$ cat config.mk
export PLATFORM = sky130hd
export DESIGN_NAME = i2s_sample_fifo
export DESIGN_NICKNAME = d
export VERILOG_FILES = /design/src/rtl/i2s_sample_fifo.sv
export SDC_FILE = /design/constraint.sdc
export NUM_CORES = 1
export LEC_CHECK = 0
export BUFFER_PORTS_ARGS = -buffer_cell sky130_fd_sc_hd__buf_4
export CELL_PAD_IN_SITES_DETAIL_PLACEMENT = 0
export CELL_PAD_IN_SITES_GLOBAL_PLACEMENT = 1
export CORE_MARGIN = 2
export CORE_UTILIZATION = 54
export CTS_CLUSTER_DIAMETER = 150
export CTS_CLUSTER_SIZE = 30
export DETAILED_ROUTE_END_ITERATION = 8
export PLACE_DENSITY_LB_ADDON = 0.1
export SLEW_MARGIN = 10
export SYNTH_ARGS = -nofsm -noshare
export SYNTH_HDL_FRONTEND = slang
export SYNTH_SLANG_ARGS = --single-unit
$ cat constraint.sdc
create_clock -name clk -period 5 [get_ports clk]
set_clock_uncertainty 0.1 [all_clocks]
set_input_delay 1 -clock clk [delete_from_list [all_inputs] [get_ports clk]]
set_output_delay 1 -clock clk [all_outputs]
set_load 0.005 [all_outputs]
$ cat src/rtl/i2s_sample_fifo.sv
// rtl/i2s_sample_fifo.sv - stereo sample FIFO feeding the I2S master
//
// Purpose: buffers left/right sample pairs from the decoder and hands one
// pair to the I2S master per stereo frame, with start-up priming, silence
// insertion on underrun, refill requests and flushing.
//
// Ports:
//   clk, rst                  system clock, synchronous active-high reset
//   play_i, flush_i           play level, one-cycle flush pulse
//   wr_L_i, wr_R_i            sample pair to write
//   wr_valid_i, wr_ready_o    write handshake (ready = not full)
//   i2s_sample_data_L/R_o     head pair presented to the I2S master
//   i2s_send_o, i2s_done_i    I2S master handshake
//   level_o                   stored pairs, 0..DEPTH
//   refill_req_o              level below REFILL_LEVEL
//   underrun_o                sticky underrun flag
//   underrun_cnt_o            saturating underrun counter
module i2s_sample_fifo #(
  parameter int DATA_BITS    = 16,
  parameter int DEPTH        = 16,
  parameter int START_LEVEL  = 8,
  parameter int REFILL_LEVEL = 4
) (
  input  logic                         clk,
  input  logic                         rst,
  input  logic                         play_i,
  input  logic                         flush_i,
  input  logic [DATA_BITS-1:0]         wr_L_i,
  input  logic [DATA_BITS-1:0]         wr_R_i,
  input  logic                         wr_valid_i,
  output logic                         wr_ready_o,
  output logic [DATA_BITS-1:0]         i2s_sample_data_L_o,
  output logic [DATA_BITS-1:0]         i2s_sample_data_R_o,
  output logic                         i2s_send_o,
  input  logic                         i2s_done_i,
  output logic [$clog2(DEPTH):0]       level_o,
  output logic                         refill_req_o,
  output logic                         underrun_o,
  output logic [15:0]                  underrun_cnt_o
);

  localparam int ADDR_BITS = $clog2(DEPTH);

  localparam logic [1:0] ST_IDLE  = 2'd0;
  localparam logic [1:0] ST_PRIME = 2'd1;
  localparam logic [1:0] ST_PLAY  = 2'd2;

  localparam logic [ADDR_BITS:0]   LVL_FULL   = (ADDR_BITS+1)'(DEPTH);
  localparam logic [ADDR_BITS:0]   LVL_START  = (ADDR_BITS+1)'(START_LEVEL);
  localparam logic [ADDR_BITS:0]   LVL_REFILL = (ADDR_BITS+1)'(REFILL_LEVEL);
  localparam logic [ADDR_BITS:0]   LVL_ONE    = (ADDR_BITS+1)'(1);
  localparam logic [ADDR_BITS-1:0] PTR_ONE    = ADDR_BITS'(1);

  logic [2*DATA_BITS-1:0] r_mem [DEPTH];
  logic [ADDR_BITS-1:0]   r_wr_ptr;
  logic [ADDR_BITS-1:0]   r_rd_ptr;
  logic [ADDR_BITS:0]     r_level;
  logic [1:0]             r_state;
  logic                   r_underrun;
  logic [15:0]            r_underrun_cnt;

  logic                   w_empty;
  logic                   w_push;
  logic                   w_pop;
  logic                   w_fe;
  logic                   w_underrun_evt;
  logic                   w_show;
  logic [1:0]             w_state_nxt;
  logic [2*DATA_BITS-1:0] w_head;

  assign w_empty    = (r_level == '0);
  assign wr_ready_o = (r_level != LVL_FULL);
  // Flush discards any write or read in the same cycle.
  assign w_push     = wr_valid_i & wr_ready_o & ~flush_i;
  assign w_fe       = (r_state == ST_PLAY) & i2s_done_i;
  assign w_pop      = w_fe & ~w_empty & ~flush_i;
  // Frame with nothing stored: outputs are already zero, so silence goes out.
  assign w_underrun_evt = w_fe & w_empty & ~flush_i;

  assign w_show              = (r_state == ST_PLAY) & ~w_empty;
  assign w_head              = r_mem[r_rd_ptr];
  assign i2s_sample_data_L_o = w_show ? w_head[2*DATA_BITS-1:DATA_BITS] : '0;
  assign i2s_sample_data_R_o = w_show ? w_head[DATA_BITS-1:0] : '0;
  assign i2s_send_o          = (r_state == ST_PLAY);
  assign level_o             = r_level;
  assign refill_req_o        = (r_level < LVL_REFILL);
  assign underrun_o          = r_underrun;
  assign underrun_cnt_o      = r_underrun_cnt;

  always_comb begin
    w_state_nxt = r_state;
    if (flush_i) begin
      w_state_nxt = ((r_state != ST_IDLE) && play_i) ? ST_PRIME : ST_IDLE;
    end else begin
      case (r_state)
        ST_IDLE:  if (play_i) w_state_nxt = ST_PRIME;
        // Stop has priority over starting playback.
        ST_PRIME: if (!play_i) w_state_nxt = ST_IDLE;
                  else if (r_level >= LVL_START) w_state_nxt = ST_PLAY;
        ST_PLAY:  if (!play_i) w_state_nxt = ST_IDLE;
        default:  w_state_nxt = ST_IDLE;
      endcase
    end
  end

  always_ff @(posedge clk) begin
    if (w_push) r_mem[r_wr_ptr] <= {wr_L_i, wr_R_i};
  end

  always_ff @(posedge clk) begin
    if (rst) begin
      r_state        <= ST_IDLE;
      r_wr_ptr       <= '0;
      r_rd_ptr       <= '0;
      r_level        <= '0;
      r_underrun     <= 1'b0;
      r_underrun_cnt <= '0;
    end else begin
      r_state <= w_state_nxt;
      if (flush_i) begin
        r_wr_ptr   <= '0;
        r_rd_ptr   <= '0;
        r_level    <= '0;
        r_underrun <= 1'b0;
      end else begin
        if (w_push) r_wr_ptr <= r_wr_ptr + PTR_ONE;
        if (w_pop)  r_rd_ptr <= r_rd_ptr + PTR_ONE;
        if (w_push && !w_pop)      r_level <= r_level + LVL_ONE;
        else if (w_pop && !w_push) r_level <= r_level - LVL_ONE;
        if (w_underrun_evt) begin
          r_underrun <= 1'b1;
          if (r_underrun_cnt != 16'hFFFF) r_underrun_cnt <= r_underrun_cnt + 16'd1;
        end
      end
    end
  end

endmodule
==> key figures <==
Clock tree
  • Clock net sink count: 548
  • Clock slew at the register clock pins of the worst setup and hold paths: between 0.1 and 0.15 ns
  • Clock buffer depth: 3
  • H-tree levels: 1
  • Number of clock buffers inserted by TritonCTS: 22
  • Post-cts gate resize count: 0
  • Clock latency on the worst-skew pair: around 0.56 ns
  • Clock tree from TritonCTS: built
  • Buffers inserted during post-CTS setup optimization: 0
  • Count of hold-fix buffers inserted at cts: 0
  • CTS root buf: sky130_fd_sc_hd__clkbuf_16

Worst setup path
  • Worst endpoint data arrival time: 3.05 ns
  • Critical path type: flop to output pin
  • Max incr delay on CP: 0.72 ns
  • Maximum fanout along the worst path: 18
  • Element type at the critical path start: flop
  • Most used cell along the critical path: sky130_fd_sc_hd__buf_4
  • Ordered list of cells on the worst path: or4_1 > o21ai_4 > buf_4 > a21oi_1 > buf_4
  • CP Data Required Time: 3.90 ns
  • Capturing element type of the critical path: output pin
  • Family with the most delay on the worst path: compound AO/OA/AOI/OAI gates
  • Count of buffer and inverter cells on the critical path: 2
  • Cell at the slowest stage of the critical path: sky130_fd_sc_hd__o21ai_4

Timing
  • Final-layout setup total negative slack: 0 ns
  • Max Freq: 241 MHz
  • Hold Vio Cnt, Final: 0
  • Worst Setup Slack, final: 0.851 ns
  • Tcrit/Tclk final: 83.0%
  • Final setup violation count: 0
  • Count of pins over their slew limit: 0
  • Actual slew at the worst max-slew pin: 1.18 ns
  • RSZ-0062 raised after global routing: no
  • Worst slew margin relative to its limit: a little over a fifth
  • Minimum period implied by the final worst setup slack: 4.15 ns

Floorplanning
  • Cell row count: 72
  • Overall die area: 40600 um2
  • Height of the chip: 202 um
  • Core footprint: about 39000 um2
  • Die width: 202 um
  • I/O pin cnt: 95
  • Starting Density: 54.7%

Detailed routing
  • Initial DRT Pass Iterations: 5
  • Number of vias per cell: 6.19
  • Starting DRC count in detailed routing: about 1100
  • Total routed wirelength: around 44000 um
  • Average wire length per cell after detail routing: 26.8 um
  • Count of nets left with antenna violations after detail routing: 0
  • DRC violations left: 0
  • Vias post-DR: 10200

GRT
  • Remaining global-route overflow: 0
  • Met1 Resource Use GR: 32.6%
  • Maximum number of pins on one net before global-route repair: between 50 and 60
  • Most congested layer reported by global routing: met2
  • Antenna violations before repair: 0
  • Global-route wire length before repair: 65800 um
  • Met2 global-route usage: a little over a third
  • GRT met3 Usage: ~2.4%
  • Via count of the first global-routing pass: between 10000 and 15000
  • GRT Total Usage: 21.8%

Yosys
  • Register bit total from synthesis: roughly 550
  • Post-synth design cell area: approximately 21000 um2
  • Post-synth top cells: sky130_fd_sc_hd__edfxtp_1, sky130_fd_sc_hd__mux4_2, sky130_fd_sc_hd__a22oi_1, sky130_fd_sc_hd__a21oi_1, sky130_fd_sc_hd__clkbuf_1
  • Mean cell area of the mapped netlist: roughly 20 um2
  • Mapped Cells: 1023
  • Most frequently used cell type in the post-synthesis netlist: sky130_fd_sc_hd__edfxtp_1
  • Yosys top cell area share: 72.9%
  • Synth async-reset ratio: 0%
  • Largest cells by area after synthesis: sky130_fd_sc_hd__edfxtp_1, sky130_fd_sc_hd__mux4_2, sky130_fd_sc_hd__dfxtp_1
  • YS warnings: 0
  • Number of enable-type register cells in the synthesized netlist: 512
  • Net count of the mapped netlist: approximately 1100
  • Sequential share of the synthesized area: 76.3%
  • Dominant synthesized flop cell: sky130_fd_sc_hd__edfxtp_1
  • Area leader, netlist: sky130_fd_sc_hd__edfxtp_1
  • Count of cell types in the netlist: 45

Pwr
  • Worst ir drop on vdd: 0.000221 V
  • Leakage power: 7.15 nW
  • Power density over the cells: 317 nW/um2

Place
  • Estimated wirelength of the detail-placed design: 25700 um
  • GPL Wtd Cong: 0.756
  • Worst slack at placement: 1.45 ns
  • IO Port Bufs: 94

Layout
  • FF+latch area: between 15000 and 20000 um2
  • Final nets: 1165
  • Area of the multi-input gates: around 4900 um2
  • Fraction of final layout cells with drive strength greater than 1: 27.9%
  • Layout Area Growth over Synthesis: 10.4%
  • Ant. Diodes: 0
  • Number of fill cells: 2843

Run
  • Maxcap violations: 0

Status
  • Run status: completed

Hold path
  • Worst hold-check path type: flop to flop
-- cell type report --
cell class,instances,area share (%)
clock inverters,1,0.129
clock buffers,30,2.59
multi-input cells,405,20.9
well taps,518,2.79
inverters,12,0.194
flip-flops and latches,548,69.2
repair buffers,127,4.26
-- tightest hold or removal path, delay by kind of cell (launching register included) --
family                 cells  cell delay [ns]
DFF                        1             0.33
AOI/OAI and AO/OA          1             0.04
buffers and inverters      1             0.05
-- path summary, 6_finish.rpt --
kind / start / end / slack [ns] / depth (start not counted)
worst max-delay path: level_o[0] / i2s_sample_data_R_o[10] / 0.85 / 5
worst min-delay path: underrun_o / underrun_o / 0.35 / 2
worst max register to register: level_o[0] / level_o[4] / 1.85 / 9
worst min register to register: underrun_o / underrun_o / 0.35 / 2
-- where the power goes --
group	total (mW)	internal, mW	leakage (nW)	switching (mW)
sequential	5.03	5.02	4.90	0.00940
combinational	0.166	0.0550	1.94	0.111
clock	2.18	0.864	0.303	1.31
total	7.37	5.94	7.15	1.43
-- cell families (layout without fill, tap and decap cells) --
logic type / count (synthesis) / in the layout / synth area share [%]
fa+ha+maj: 11 / 11 / 0.688
buf+inv: 70 / 170 / 1.34
mux: 139 / 139 / 14.2
xor+xnor: 8 / 8 / 0.332
compound gates: 137 / 137 / 4.25
simple gates: 110 / 110 / 2.82
flops: 548 / 548 / 76.3
-- registers in the layout, summed over array words and instances (netlist names), named ones only --
| signal | cells |
|---|---|
| r_state | 2 |
| underrun_cnt_o | 16 |
| underrun_o | 1 |
| level_o | 5 |
| r_mem | 512 |
| r_wr_ptr | 4 |
| r_rd_ptr | 4 |
-- placed cells by master (no fill, tap or decap), types with 7 or more instances in the layout --
cell type / n
sky130_fd_sc_hd__a21oi_1: 50
sky130_fd_sc_hd__a22oi_1: 64
sky130_fd_sc_hd__buf_4: 124
sky130_fd_sc_hd__clkbuf_1: 7
sky130_fd_sc_hd__clkbuf_16: 23
sky130_fd_sc_hd__dfxtp_1: 34
sky130_fd_sc_hd__edfxtp_1: 512
sky130_fd_sc_hd__ha_1: 10
sky130_fd_sc_hd__inv_1: 12
sky130_fd_sc_hd__mux4_2: 128
sky130_fd_sc_hd__nand2_1: 12
sky130_fd_sc_hd__nand3_1: 9
sky130_fd_sc_hd__nor2_1: 24
sky130_fd_sc_hd__nor2_4: 13
sky130_fd_sc_hd__o31ai_1: 7
-- metrics by stage --
stage	cell area (um2)	instances	power, mW	util (%)	hold slack, ns
floorplan	21100	1023	5.20	-	0.342
global placement	22600	1610	5.30	58.7	0.335
detailed placement	22600	1610	5.30	58.7	0.345
CTS	23300	1641	7.44	60.4	0.363
global route	23300	1641	7.61	60.4	0.380
finish	23300	1641	7.37	60.4	0.353
-- routing by layer --
| layer | vias to the layer above | part of all wire (%) |
|---|---|---|
| li1 | 4417 | - |
| met2 | 236 | 50 |
| met1 | 5466 | 45 |
| met3 | 33 | 4.5 |
| met4 | 0 | 1.2 |
| met5 | - | 0 |
Power figures use the tool's default switching activity.
